File: config.mk
export PLATFORM = sky130hd
export DESIGN_NAME = prog_run_ctrl
export DESIGN_NICKNAME = d
export VERILOG_FILES = /design/src/rtl/prog_run_pkg.sv /design/src/rtl/prog_run_ctrl_sat_counter.sv /design/src/rtl/prog_run_ctrl.sv
export SDC_FILE = /design/constraint.sdc
export NUM_CORES = 1
export LEC_CHECK = 0
export CAP_MARGIN = 5
export CORE_ASPECT_RATIO = 0.75
export CORE_MARGIN = 3
export CORE_UTILIZATION = 47
export CTS_BUF_LIST = sky130_fd_sc_hd__clkbuf_8
export CTS_CLUSTER_DIAMETER = 80
export DETAILED_ROUTE_END_ITERATION = 6
export PLACE_DENSITY = 0.78
export SLEW_MARGIN = 0
export SYNTH_ARGS = -nofsm -noshare
export SYNTH_HDL_FRONTEND = slang
export SYNTH_HIERARCHICAL = 1
export SYNTH_SLANG_ARGS = --single-unit
File: constraint.sdc
create_clock -name Clk -period 1.7 [get_ports Clk]
set_input_delay 0.51 -clock Clk [delete_from_list [all_inputs] [get_ports Clk]]
set_output_delay 0.51 -clock Clk [all_outputs]
set_load 0.01 [all_outputs]
File: src/rtl/prog_run_pkg.sv
// ---------------------------------------------------------------------------
// prog_run_pkg
//   Shared definitions for the processor run-control block.
//   - run_state_t     : 2-bit run-control state encoding
//   - DEF_NUM_PROGS   : default number of programs run back-to-back
//   - DEF_CYC_W       : default cycle-counter width
//   - DEF_MAX_CYCLES  : default per-run cycle budget (also used by benches)
//   - prog_width()    : program-index width, never narrower than one bit
// ---------------------------------------------------------------------------
package prog_run_pkg;

  typedef enum logic [1:0] {
    IDLE    = 2'd0,
    ARMED   = 2'd1,
    RUNNING = 2'd2,
    HALTED  = 2'd3
  } run_state_t;

  localparam int DEF_NUM_PROGS  = 3;
  localparam int DEF_CYC_W      = 16;
  localparam int DEF_MAX_CYCLES = 16'hFFFF;

  function automatic int prog_width(input int n);
    return (n > 1) ? $clog2(n) : 1;
  endfunction

endpackage

File: src/rtl/prog_run_ctrl_sat_counter.sv
// ---------------------------------------------------------------------------
// sat_counter
//   Up-counter that stops at LIMIT instead of wrapping.
//   Ports:
//     clk_i      : clock
//     rst_ni     : asynchronous active-low reset (count -> 0)
//     clear_i    : synchronous clear (wins over enable)
//     en_i       : count enable
//     count_o    : current count
//     at_limit_o : count has reached LIMIT
// ---------------------------------------------------------------------------
module sat_counter #(
  parameter int               WIDTH = 16,
  parameter logic [WIDTH-1:0] LIMIT = '1
) (
  input  logic             clk_i,
  input  logic             rst_ni,
  input  logic             clear_i,
  input  logic             en_i,
  output logic [WIDTH-1:0] count_o,
  output logic             at_limit_o
);

  logic [WIDTH-1:0] count_q;
  logic [WIDTH-1:0] count_d;
  logic             at_limit;

  assign at_limit = (count_q == LIMIT);

  always_comb begin
    count_d = count_q;
    if (clear_i) begin
      count_d = '0;
    end else if (en_i && !at_limit) begin
      count_d = count_q + 1'b1;
    end
  end

  always_ff @(posedge clk_i or negedge rst_ni) begin
    if (!rst_ni) begin
      count_q <= '0;
    end else begin
      count_q <= count_d;
    end
  end

  assign count_o    = count_q;
  assign at_limit_o = at_limit;

endmodule

File: src/rtl/prog_run_ctrl.sv
// ---------------------------------------------------------------------------
// prog_run_ctrl
//   Start/run/halt controller for the basic processor. Launches programs
//   on a Start high-then-low handshake, drives the PC load/count enables,
//   and ends each run on Done or when the cycle budget is used up.
//   Ports:
//     Clk        : clock, all state on posedge
//     Reset_n    : asynchronous active-low reset
//     Start      : launch handshake level (sampled on Clk)
//     Done       : processor halt indication (looked at only while running)
//     Stall      : holds CountEn low while running
//     CountEn    : PC increment enable
//     LoadPC     : one-cycle PC load strobe at the start of a run
//     ProgSel    : index of the current / next program
//     Running    : a program is running
//     Ack        : run finished, results may be inspected
//     Timeout    : last run ended on the cycle budget
//     CycleCount : running cycles of the current / last run
// ---------------------------------------------------------------------------
module prog_run_ctrl
  import prog_run_pkg::*;
#(
  parameter int NUM_PROGS  = DEF_NUM_PROGS,
  parameter int PROG_W     = prog_width(NUM_PROGS),
  parameter int CYC_W      = DEF_CYC_W,
  parameter int MAX_CYCLES = DEF_MAX_CYCLES
) (
  input  logic              Clk,
  input  logic              Reset_n,
  input  logic              Start,
  input  logic              Done,
  input  logic              Stall,
  output logic              CountEn,
  output logic              LoadPC,
  output logic [PROG_W-1:0] ProgSel,
  output logic              Running,
  output logic              Ack,
  output logic              Timeout,
  output logic [CYC_W-1:0]  CycleCount
);

  // The counter parks on the last budgeted cycle; reaching it ends the run.
  localparam logic [CYC_W-1:0]  CYC_LIMIT = CYC_W'(MAX_CYCLES - 1);
  localparam logic [PROG_W-1:0] PROG_LAST = PROG_W'(NUM_PROGS - 1);

  run_state_t        state_q;
  logic [PROG_W-1:0] prog_q;
  logic [PROG_W-1:0] prog_d;
  logic              timeout_q;
  logic              load_q;
  logic              launch;
  logic              cyc_at_limit;

  // A new handshake from IDLE or HALTED clears the previous run's results.
  assign launch = ((state_q == IDLE) || (state_q == HALTED)) && Start;
  assign prog_d = (prog_q == PROG_LAST) ? '0 : prog_q + 1'b1;

  sat_counter #(
    .WIDTH (CYC_W),
    .LIMIT (CYC_LIMIT)
  ) u_cycle_cnt (
    .clk_i      (Clk),
    .rst_ni     (Reset_n),
    .clear_i    (launch),
    .en_i       (state_q == RUNNING),
    .count_o    (CycleCount),
    .at_limit_o (cyc_at_limit)
  );

  always_ff @(posedge Clk or negedge Reset_n) begin
    if (!Reset_n) begin
      state_q   <= IDLE;
      prog_q    <= '0;
      timeout_q <= 1'b0;
      load_q    <= 1'b0;
    end else begin
      load_q <= 1'b0;
      case (state_q)
        IDLE, HALTED: begin
          if (Start) begin
            state_q   <= ARMED;
            timeout_q <= 1'b0;
          end
        end
        ARMED: begin
          if (!Start) begin
            state_q <= RUNNING;
            load_q  <= 1'b1;
          end
        end
        RUNNING: begin
          // Done takes priority over a budget expiry on the same cycle.
          if (Done) begin
            state_q   <= HALTED;
            timeout_q <= 1'b0;
            prog_q    <= prog_d;
          end else if (cyc_at_limit) begin
            state_q   <= HALTED;
            timeout_q <= 1'b1;
            prog_q    <= prog_d;
          end
        end
        default: state_q <= IDLE;
      endcase
    end
  end

  assign Running = (state_q == RUNNING);
  assign Ack     = (state_q == HALTED);
  assign LoadPC  = load_q;
  assign Timeout = timeout_q;
  assign ProgSel = prog_q;
  // The PC loads rather than counts on the load cycle.
  assign CountEn = Running & ~Stall & ~load_q;

endmodule

==> results of run 1 <==
[registers in the layout, summed over array words and instances, names as in the netlist]
| signal | flops |
|---|---|
| Timeout | 1 |
| u_cycle_cnt/count_o | 16 |
| LoadPC | 1 |
| state_q | 2 |
| ProgSel | 2 |
[path summary, 6_finish.rpt]
path / startpoint / to / slack, ns / depth (start not counted)
max in group asynchronous: Reset_n / u_cycle_cnt/count_o[1] / 0.86 / 2
setup reg to reg: u_cycle_cnt/count_o[5] / u_cycle_cnt/count_o[15] / -0.07 / 7
hold reg to reg: ProgSel[1] / ProgSel[1] / 0.55 / 2
min in group asynchronous: Reset_n / ProgSel[1] / 0.59 / 2
hold / removal: ProgSel[1] / ProgSel[1] / 0.55 / 2
setup / recovery: u_cycle_cnt/count_o[5] / u_cycle_cnt/count_o[15] / -0.07 / 7
[per-stage QoR]
step / setup TNS [ns] / area, µm² / instances / util / hold WS (ns)
after CTS: -0.00287 / 1990 / 224 / 0.817 / 0.535
after global routing: -0.880 / 2120 / 229 / 0.871 / 0.578
final: -0.260 / 2120 / 229 / 0.871 / 0.550
after floorplan: -0.0902 / 1330 / 122 / - / 0.214
after detailed placement: -1.26 / 1850 / 209 / 0.760 / 0.508
after global placement: -0.843 / 1850 / 209 / 0.760 / 0.485
[power breakdown]
group | switching, mW | total (mW) | internal (mW)
sequential | 0.0590 | 0.654 | 0.595
clock | 0.168 | 0.375 | 0.206
combinational | 0.508 | 0.986 | 0.478
[routing by layer]
metal | up-vias | routed length, µm | track usage
li1 | 608 | - | -
met1 | 674 | 1900 | 0.319
met2 | 65 | 2330 | 0.450
met3 | 13 | 233 | 0.0527
met4 | 0 | 84 | 0.0608
met5 | - | 0 | 0
[repair_timing]
item	4_1_cts	5_1_grt
setup endpoints to repair	27	19
pin swaps	5	8
resized for setup	38	22
hold buffers	0	0
hold endpoints to repair	0	0
buffers inserted	11	5
[synth_stat cells (all sizes together) (3+ instances only)]
cell | instances | share of area
dfrtp | 22 | 0.43
nor2 | 11 | 0.032
nand4 | 7 | 0.057
o21ai | 7 | 0.027
ha | 6 | 0.058
nor2b | 6 | 0.029
nor3 | 6 | 0.031
a21oi | 5 | 0.019
mux2i | 5 | 0.039
nand2 | 5 | 0.015
nand3 | 5 | 0.023
inv | 4 | 0.012
nor4 | 4 | 0.043
mux2 | 3 | 0.029
o31ai | 3 | 0.017
or3 | 3 | 0.016
[final cells by class]
| cell class | count | area share |
|---|---|---|
| multi-input combinational | 94 | 0.399 |
| tap | 34 | 0.0200 |
| inverter | 4 | 0.00707 |
| clock buffer | 4 | 0.0259 |
| sequential | 22 | 0.261 |
| timing repair buffer | 71 | 0.286 |
[cell families (layout without fill, tap and decap cells)]
family / after synthesis / count (layout) / share of synthesized area
multiplexers: 8 / 8 / 0.0680
AND/OR/NAND/NOR: 55 / 55 / 0.291
buffers and inverters: 6 / 79 / 0.0175
AO/OA/AOI/OAI: 24 / 24 / 0.131
adder cells (fa/ha/maj): 6 / 6 / 0.0583
XOR/XNOR: 1 / 1 / 0.00680
flip-flops: 22 / 22 / 0.427
[worst reg2reg max path, stage by stage (launching register included)]
cell and delay [ns]:
dfrtp_1 0.38, buf_4 0.13, nand4_4 0.15, buf_12 0.19, nor4_4 0.32, buf_4 0.20, a31oi_1 0.08, a211oi_1 0.23
==> results by group, run 1 <==
Timing
  – Setup Skew: 0.00671 ns
  – Hold Fails Final Rpt: 0
  – FMAX: between 0.5 and 0.6 GHz
  – Relative slew slack: 0.759
  – Worst slew pin tran: roughly 0.36 ns
  – Unrepaired setup endpoints after global routing: true
  – Tcrit/Tclk final: 1.04
  – Final setup viols: 8
  – Fin crit period: approximately 1.8 ns
  – Final worst setup slack: -0.0670 ns
  – Slew Limit Fails: 0

Critical path
  – CP Launch Type: register
  – Cell family with most CP delay: buffers and inverters
  – Worst EP arrival: roughly 1.9 ns
  – Critical Path Sink Type: register
  – Worst endpoint required time: about 1.9 ns
  – Most used cell, CP: buf_4
  – Top fanout value on the critical path: 4
  – Critical path class: register to register
  – CP Cell Sequence: buf_4 > nand4_4 > buf_12 > nor4_4 > buf_4 > a31oi_1 > a211oi_1
  – Buf+Inv Stages, Crit Path: 3
  – CP max stage cell: dfrtp_1
  – Max stage delay on crit path: between 0.3 and 0.4 ns

Global routing
  – First-pass GRT wire length: roughly 6.6 mm
  – Initial antenna violation count: 0
  – Congestion Overflow GR: 0
  – Largest net degree at the start of global routing: 23
  – Vias in the first global route: 1364
  – GRT Util Overall: 0.255

Logic synthesis
  – Yosys reg bits: 22
  – Post-synth EDFFs: 0
  – Syn_nets: 133
  – Post-synthesis cell area: between 1000 and 1500 µm²
  – Post-synth top flop: dfrtp_1
  – Mean Syn Cell Area: approximately 11 µm²
  – Sequential area share after synthesis: 0.427
  – Post-synth ARST share: 1.00
  – Yosys warns: 6
  – Post-Syn Instances: about 120
  – Post-synth cell types: 40

Worst hold path
  – Hold WC Path Type: register to register

Drt
  – Post-DRT Antenna Nets: 0
  – First-iteration detailed-routing DRC count: around 160
  – WL final: around 4.6 mm
  – Vias per cell: between 5 and 6
  – DR WL/cell: between 15 and 20 µm
  – Drt pass-1 iters: 4
  – Drt drc: 0
  – Vias post-DR: 1360

Clock network
  – CTS root buffer: clkbuf_8
  – Clk buf depth: 2
  – Clock buffer count from CTS: 3
  – Skew-Pair Late Insertion Delay: ~0.26 ns
  – CTS clock-pin slew for the worst setup and hold paths: ~0.08 ns
  – H-tree depth: 1
  – CTS Sinks: 22
  – CTS tree: built

Layout
  – Fillcell total: ~130
  – Most common cell after layout, fill and taps aside: buf_4
  – Most frequent cells in the layout: buf_4, dfrtp_1, dlygate4sd2_1, nor2_1, nor2b_1
  – Layout cell share with drive strength beyond 1: 0.426
  – Area growth from synthesis to layout: 64.9%
  – Register Area: roughly 560 µm²
  – # diodes: 0
  – Multi-input gate area: 848 µm²
  – Nets: between 200 and 250

Status
  – Failing checks: negative setup slack
  – Outcome: finished with violations

Pwr
  – P per Cell Area: between 900 and 1000 nW/µm²
  – Overall power: ~2 mW
  – Leak Pwr: about 1.1 nW
  – VDD IR-drop max: 942 µV

Die
  – Die Width: around 66 µm
  – Cell Rows: 15
  – Die height: approximately 51 µm
  – Core area: about 2400 µm²
  – Die area: about 3400 µm²
  – Starting Density: 0.528
  – Top-level I/O count: 28

Place
  – IO buf count: 27
  – Final Wtd Congestion: 0.821
  – Detailed placement HPWL: roughly 2.5 mm
  – Setup WS pre-CTS: -0.499 ns

Job
  – Maxcap violations: 0
Power figures use the tool's default switching activity.
==> run 2: changes to the inputs <==
ABC_AREA = 1   (was default)
CORE_UTILIZATION = 48   (was 47)
==> run 2 against run 1 <==
Net effect: the run now ends clean; die area increased by 7.3%; first-iteration DRC count decreased by 24%; final cell count increased by 27%; critical endpoint is now CountEn; largest cell class unchanged; largest power group unchanged.
==> results by group, run 2 <==
Timing
  – Fin Setup TNS: 0 ns (was -0.260 ns)
  – FMAX: 0.600 GHz (was 0.566 GHz)
  – Fin crit period: 1.67 ns (was 1.77 ns)
  – Worst slew pin tran: 0.303 ns (was 0.361 ns)
  – Tcrit/Tclk final: 0.981 (was 1.04)
  – Setup Skew: 0.00237 ns (was 0.00671 ns)
  – Unrepaired setup endpoints after global routing: true (unchanged)
  – Relative slew slack: 0.797 (was 0.759)
  – Hold Fails Final Rpt: 0 (unchanged)
  – Slew Limit Fails: 0 (unchanged)
  – Final setup viols: 0 (was 8)

Logic synthesis
  – Post-synth ARST share: 1.00 (unchanged)
  – Yosys reg bits: 22 (unchanged)
  – Post-synth EDFFs: 0 (unchanged)
  – Sequential area share after synthesis: 0.387 (was 0.427)
  – Dominant cells by area after synthesis: dfrtp_1, nand2_1, nor2_1 (was dfrtp_1, ha_1, mux2i_1)
  – Mean Syn Cell Area: 7.26 µm² (was 10.6 µm²)
  – Syn_nets: 207 (was 133)
  – Commonest cells post-synth: nand2_1, nor2_1, dfrtp_1 (was dfrtp_1, nor2_1, ha_1, nor2b_1)
  – Post-synthesis cell area: 1420 µm² (was 1290 µm²)
  – Post-synth top flop: dfrtp_1 (unchanged)
  – Post-Syn Instances: 196 (was 122)
  – Area leader, netlist: dfrtp_1 (unchanged)
  – Post-synth cell types: 26 (was 40)
  – Most frequent cell after synthesis: nand2_1 (was dfrtp_1)
  – Yosys warns: 6 (unchanged)
  – Yosys top cell area share: 0.387 (was 0.427)

Clock network
  – Clk buf depth: 2 (unchanged)
  – CTS root buffer: clkbuf_8 (unchanged)
  – Skew-Pair Late Insertion Delay: 0.26 ns (about the same)
  – CTS Sinks: 22 (unchanged)
  – # hold bufs at CTS: 0 (unchanged)
  – Clock buffer count from CTS: 3 (unchanged)
  – H-tree depth: 1 (unchanged)
  – CTS tree: built (unchanged)
  – CTS clock-pin slew for the worst setup and hold paths: 0.08 ns (about the same)

Critical path
  – Worst EP arrival: 1.16 ns (was 1.93 ns)
  – Top fanout value on the critical path: 2 (was 4)
  – CP Launch Type: register (unchanged)
  – CP max stage cell: dfrtp_1 (unchanged)
  – Worst endpoint required time: 1.19 ns (was 1.86 ns)
  – Worst r2r dst: u_cycle_cnt/count_o[8] (was u_cycle_cnt/count_o[15])
  – Worst reg-to-reg setup slack: 0.10 ns (was -0.07 ns)
  – Critical path class: register to output port (was register to register)
  – Max stage delay on crit path: 0.38 ns (about the same)
  – Crit path from: state_q[0] (was u_cycle_cnt/count_o[5])
  – CP Cell Sequence: inv_1 > ha_2 > inv_2 > nor3_2 > buf_2 (was buf_4 > nand4_4 > buf_12 > nor4_4 > buf_4 > a31oi_1 > a211oi_1)
  – Critical Path Sink Type: output port (was register)
  – R2r startpoint: u_cycle_cnt/count_o[9] (was u_cycle_cnt/count_o[5])
  – R2R cell count: 10 (was 7)

Worst hold path
  – Hold path start: Timeout (was ProgSel[1])
  – Hold WC Path Type: register to register (unchanged)
  – Hold Path Sink: Timeout (was ProgSel[1])
  – Hold Path Depth: 2 (unchanged)

Drt
  – First-iteration detailed-routing DRC count: 118 (was 155)
  – Vias post-DR: 1559 (was 1360)
  – Vias per cell: 5.36 (was 5.94)
  – Post-DRT Antenna Nets: 0 (unchanged)
  – WL final: 4.03 mm (was 4.56 mm)
  – DR WL/cell: 13.9 µm (was 19.9 µm)
  – Drt pass-1 iters: 6 (was 4)
  – Drt drc: 0 (unchanged)

Pwr
  – P per Cell Area: 1310 nW/µm² (was 948 nW/µm²)
  – VDD IR-drop max: 902 µV (was 942 µV)
  – Sw frac: 0.429 (was 0.365)
  – Sequential share of power: 0.285 (was 0.325)
  – Internal power: 1.53 mW (was 1.28 mW)
  – Leak Pwr: 1.21 nW (was 1.09 nW)
  – Switching power: 1.15 mW (was 0.735 mW)
  – Clk pwr share: 0.122 (was 0.186)
  – Gate power share: 0.592 (was 0.489)

Job
  – Maxcap violations: 0 (unchanged)

Place
  – IO buf count: 27 (unchanged)
  – Detailed placement HPWL: 2.95 mm (was 2.49 mm)
  – Post-DP Area: 1910 µm² (was 1850 µm²)
  – Final Wtd Congestion: 0.908 (was 0.821)

Layout
  – Most common cell after layout, fill and taps aside: nand2_1 (was buf_4)
  – Nets: 268 (was 207)
  – Flip-flop count of the largest register after layout: 16 (unchanged)
  – Most frequent cells in the layout: nand2_1, buf_4, dfrtp_1, nor2_1, inv_1 (was buf_4, dfrtp_1, dlygate4sd2_1, nor2_1, nor2b_1)
  – # diodes: 0 (unchanged)
  – Area growth from synthesis to layout: 44.2% (was 64.9%)
  – Layout cell share with drive strength beyond 1: 0.247 (was 0.426)
  – Design area: 2050 µm² (was 2120 µm²)

Die
  – Starting Density: 0.523 (was 0.528)
  – Die height: 53.2 µm (was 51.4 µm)
  – Cell Rows: 16 (was 15)
  – Die area: 3660 µm² (was 3410 µm²)
  – Die Width: 68.9 µm (was 66.5 µm)
  – Core area: 2720 µm² (was 2440 µm²)
  – Top-level I/O count: 28 (unchanged)

Global routing
  – GRT Util Overall: 0.244 (was 0.255)
  – Congestion Overflow GR: 0 (unchanged)
  – Vias in the first global route: 1510 (was 1364)
  – First-pass GRT wire length: 6.64 mm (was 6.56 mm)
  – Largest net degree at the start of global routing: 23 (unchanged)
  – Initial antenna violation count: 0 (unchanged)

Status
  – Outcome: completed (was finished with violations)
-- run 2: cells by family (layout without fill, tap and decap cells) --
family | Yosys count | count (layout) | share of synthesized area
simple gates | 130 | 130 | 0.408
buf+inv | 23 | 82 | 0.0677
flops | 22 | 22 | 0.387
compound gates | 8 | 8 | 0.0422
xor+xnor | 7 | 7 | 0.0431
fa+ha+maj | 6 | 6 | 0.0527
-- run 2: how the worst max path moves through the flow --
stage                     endpoint  slack [ns]
after floorplan            CountEn        0.12
after global placement     CountEn       -0.45
after detailed placement   CountEn       -0.48
after CTS                  CountEn       -0.04
after global routing       CountEn       -0.03
final                      CountEn        0.03
-- run 2: power groups by stage --
stage,Sequential [mW],Combinational (mW),Clock (mW)
3_3_place_gp,0.773,1.48,0
4_1_cts,0.764,1.50,0.334
5_1_grt,0.785,1.75,0.352
2_1_floorplan,0.860,0.728,0
6_report,0.766,1.59,0.328
3_5_place_dp,0.783,1.53,0
-- run 2: routing by layer --
metal | vias up | wire length (µm) | global-route usage | share of wire
li1 | 745 | - | - | -
met4 | 0 | 36 | 0.0550 | 0.0089
met2 | 63 | 1930 | 0.410 | 0.48
met1 | 743 | 1790 | 0.325 | 0.44
met5 | - | 0 | 0 | 0
met3 | 8 | 270 | 0.0446 | 0.067
-- run 2: critical path, delay by kind of cell (launching register included) --
family	cells	cell delay [ns]
flip-flops	1	0.38
buffers and inverters	3	0.25
adder cells (fa/ha/maj)	1	0.18
AND/OR/NAND/NOR	1	0.08
-- run 2: timing repair --
item | in CTS | in global routing
gates resized for setup | 25 | 22
gates cloned | 0 | 0
pin swaps | 1 | 3
setup buffers | 4 | 2
endpoints found under the hold margin | 0 | 0
setup endpoints to repair | 28 | 26
-- run 2: per-stage QoR --
| step | std cells | setup WS (ns) | power [mW] | hold WS, ns | utilization |
|---|---|---|---|---|---|
| 3_3_place_gp | 282 | -0.448 | 2.25 | 0.456 | 0.703 |
| 4_1_cts | 289 | -0.0407 | 2.59 | 0.483 | 0.724 |
| 3_5_place_dp | 282 | -0.478 | 2.31 | 0.464 | 0.703 |
| 6_report | 291 | 0.0323 | 2.69 | 0.479 | 0.754 |
| 5_1_grt | 291 | -0.0305 | 2.89 | 0.516 | 0.754 |
| 2_1_floorplan | 196 | 0.119 | 1.59 | 0.214 | - |
-- run 2: layout make-up --
cell class                      count  area, µm²
Inverter                           20       77.6
Multi-Input combinational cell    151        816
Timing Repair Buffer               59        522
Sequential cell                    22        552
Tap cell                           36       45.0
Clock buffer                        3       41.3
Fill cell                         218        669
==> run 3: changes to the inputs <==
CORE_UTILIZATION = 45   (was 48)
CTS_BUF_LIST = sky130_fd_sc_hd__clkbuf_4   (was sky130_fd_sc_hd__clkbuf_8)
PLACE_DENSITY = 0.74   (was 0.78)
==> run 3 against run 2 <==
Net effect: sequential share of layout area fell by 0.16 points; global-route usage fell by 2.9 points; design area rose by 0.37%; setup slack got worse by 0.18 ns; the run now ends with negative setup slack left.
==> results by group, run 3 (synthesis gave the netlist of run 2 again) <==
Status
  – Outcome: finished with violations (was completed)
  – Failing checks: negative setup slack

Worst hold path
  – Hold path start: Timeout (unchanged)
  – Hold WC Path Type: register to register (unchanged)
  – Hold Path Depth: 2 (unchanged)
  – Hold Path Sink: Timeout (unchanged)

Pwr
  – Internal power: 1.50 mW (was 1.53 mW)
  – P per Cell Area: 1290 nW/µm² (was 1310 nW/µm²)
  – Overall power: 2.66 mW (was 2.69 mW)
  – Sequential share of power: 0.280 (was 0.285)
  – Sw frac: 0.434 (was 0.429)
  – Leak Pwr: 1.12 nW (was 1.21 nW)
  – Switching power: 1.15 mW (about the same)
  – Clk pwr share: 0.093 (was 0.122)
  – VDD IR-drop max: 868 µV (was 902 µV)
  – Gate power share: 0.627 (was 0.592)

Timing
  – Unrepaired setup endpoints after global routing: true (unchanged)
  – Slew Limit Fails: 0 (unchanged)
  – Worst hold slack: 0.480 ns (was 0.479 ns)
  – Tcrit/Tclk final: 1.09 (was 0.981)
  – Final setup viols: 2 (was 0)
  – Worst slew pin tran: 0.319 ns (was 0.303 ns)
  – Relative slew slack: 0.787 (was 0.797)
  – Final worst setup slack: -0.145 ns (was 0.0323 ns)
  – FMAX: 0.542 GHz (was 0.600 GHz)
  – Fin crit period: 1.85 ns (was 1.67 ns)
  – Hold Fails Final Rpt: 0 (unchanged)
  – Setup Skew: 0.00935 ns (was 0.00237 ns)

Layout
  – Flip-flop count of the largest register after layout: 16 (unchanged)
  – Area growth from synthesis to layout: 44.7% (was 44.2%)
  – Utilization after layout: 0.692 (was 0.754)
  – Nets: 275 (was 268)
  – Design area: 2060 µm² (was 2050 µm²)
  – Most common cell after layout, fill and taps aside: nand2_1 (unchanged)
  – Most frequent cells in the layout: nand2_1, buf_4, nor2_1, dfrtp_1, dlygate4sd2_1 (was nand2_1, buf_4, dfrtp_1, nor2_1, inv_1)
  – Layout cell share with drive strength beyond 1: 0.244 (was 0.247)
  – # diodes: 0 (unchanged)

Critical path
  – R2r startpoint: state_q[0] (was u_cycle_cnt/count_o[9])
  – Worst r2r dst: u_cycle_cnt/count_o[8] (unchanged)
  – Worst endpoint required time: 1.19 ns (about the same)
  – R2R cell count: 10 (unchanged)
  – Top fanout value on the critical path: 2 (unchanged)
  – CP Launch Type: register (unchanged)
  – Critical path class: register to output port (unchanged)
  – Critical Path Sink Type: output port (unchanged)
  – Worst reg-to-reg setup slack: 0.08 ns (was 0.10 ns)
  – Worst EP arrival: 1.34 ns (was 1.16 ns)

Global routing
  – Initial antenna violation count: 0 (unchanged)
  – First-pass GRT wire length: 6.37 mm (was 6.64 mm)
  – Vias in the first global route: 1410 (was 1510)
  – Congestion Overflow GR: 0 (unchanged)
  – Largest net degree at the start of global routing: 23 (unchanged)
  – GRT Util Overall: 0.215 (was 0.244)

Die
  – Top-level I/O count: 28 (unchanged)
  – Die Width: 71.0 µm (was 68.9 µm)
  – Starting Density: 0.478 (was 0.523)
  – Die area: 3880 µm² (was 3660 µm²)
  – Core area: 2980 µm² (was 2720 µm²)
  – Die height: 54.7 µm (was 53.2 µm)
  – Cell Rows: 17 (was 16)

Drt
  – DR WL/cell: 12.7 µm (was 13.9 µm)
  – Post-DRT Antenna Nets: 0 (unchanged)
  – First-iteration detailed-routing DRC count: 91 (was 118)
  – Drt drc: 0 (unchanged)
  – WL final: 3.80 mm (was 4.03 mm)
  – Vias per cell: 4.94 (was 5.36)
  – Drt pass-1 iters: 4 (was 6)
  – Vias post-DR: 1481 (was 1559)

Place
  – IO buf count: 27 (unchanged)
  – Detailed placement HPWL: 2.67 mm (was 2.95 mm)
  – Final Wtd Congestion: 0.842 (was 0.908)
  – Post-DP Area: 1950 µm² (was 1910 µm²)

Clock network
  – Clk buf depth: 2 (unchanged)
  – CTS clock-pin slew for the worst setup and hold paths: 0.13 ns (was 0.08 ns)
  – CTS Sinks: 22 (unchanged)
  – Skew-Pair Late Insertion Delay: 0.32 ns (was 0.26 ns)
  – CTS tree: built (unchanged)
  – H-tree depth: 1 (unchanged)
  – CTS root buffer: clkbuf_4 (was clkbuf_8)
  – # hold bufs at CTS: 0 (unchanged)
  – Clock buffer count from CTS: 3 (unchanged)

Job
  – Maxcap violations: 0 (unchanged)
==> run 3: cell types whose count changed in the layout (fill, tap and decap cells not counted), sizes merged <==
cell,previous run,this run
buf,35,42
clkdlybuf4s15,0,2
dlygate4sd2,9,18
dlymetal6s2s,10,0
clkdlybuf4s50,5,4
==> run 3: worst max-delay path by stage <==
stage	slack, ns	cells past startpoint	endpoint	startpoint
2_1_floorplan	0.12	4	CountEn	state_q[0]
3_5_place_dp	-0.48	3	CountEn	Stall
3_3_place_gp	-0.45	3	CountEn	Stall
6_report	-0.15	5	CountEn	state_q[0]
5_1_grt	-0.21	5	CountEn	state_q[0]
4_1_cts	-0.13	5	CountEn	state_q[0]
==> run 3: per-stage QoR <==
stage               setup TNS, ns  setup slack, ns  instances
floorplan                       0            0.119        196
global placement            -1.81           -0.450        288
detailed placement          -2.93           -0.480        288
CTS                        -0.168           -0.130        299
global route               -0.386           -0.214        300
finish                     -0.266           -0.145        300
==> run 3: cell type report <==
cell class / instances / area (µm²)
repair buffers: 66 / 549
inverters: 20 / 77.6
flip-flops and latches: 22 / 551
fillers: 261 / 917
multi-input cells: 151 / 813
well taps: 38 / 47.5
clock buffers: 3 / 22.5
==> run 3: power groups by stage <==
| stage | Clock (mW) | Sequential [mW] | Combinational [mW] |
|---|---|---|---|
| after CTS | 0.260 | 0.740 | 1.56 |
| after global routing | 0.276 | 0.762 | 1.86 |
| final | 0.246 | 0.744 | 1.67 |
| after detailed placement | 0 | 0.760 | 1.55 |
| after global placement | 0 | 0.759 | 1.53 |
| after floorplan | 0 | 0.860 | 0.728 |
==> run 3: per-layer routing <==
metal	vias up	track usage	wire, µm
met5	-	0	0
li1	754	-	-
met1	680	0.291	1800
met4	0	0.0469	23
met2	43	0.348	1760
met3	4	0.0587	226
==> run 3: repair_timing <==
| action | 4_1_cts | 5_1_grt |
|---|---|---|
| buffers inserted | 8 | 1 |
| resized for setup | 38 | 12 |
| pin swaps | 0 | 1 |
| endpoints found under the setup margin | 35 | 20 |
==> run 3: worst max-delay path, stage by stage (launching register included) <==
cell	delay [ns]
dfrtp_1	0.41
inv_1	0.07
ha_2	0.19
inv_2	0.05
nor3_2	0.12
buf_2	0.16
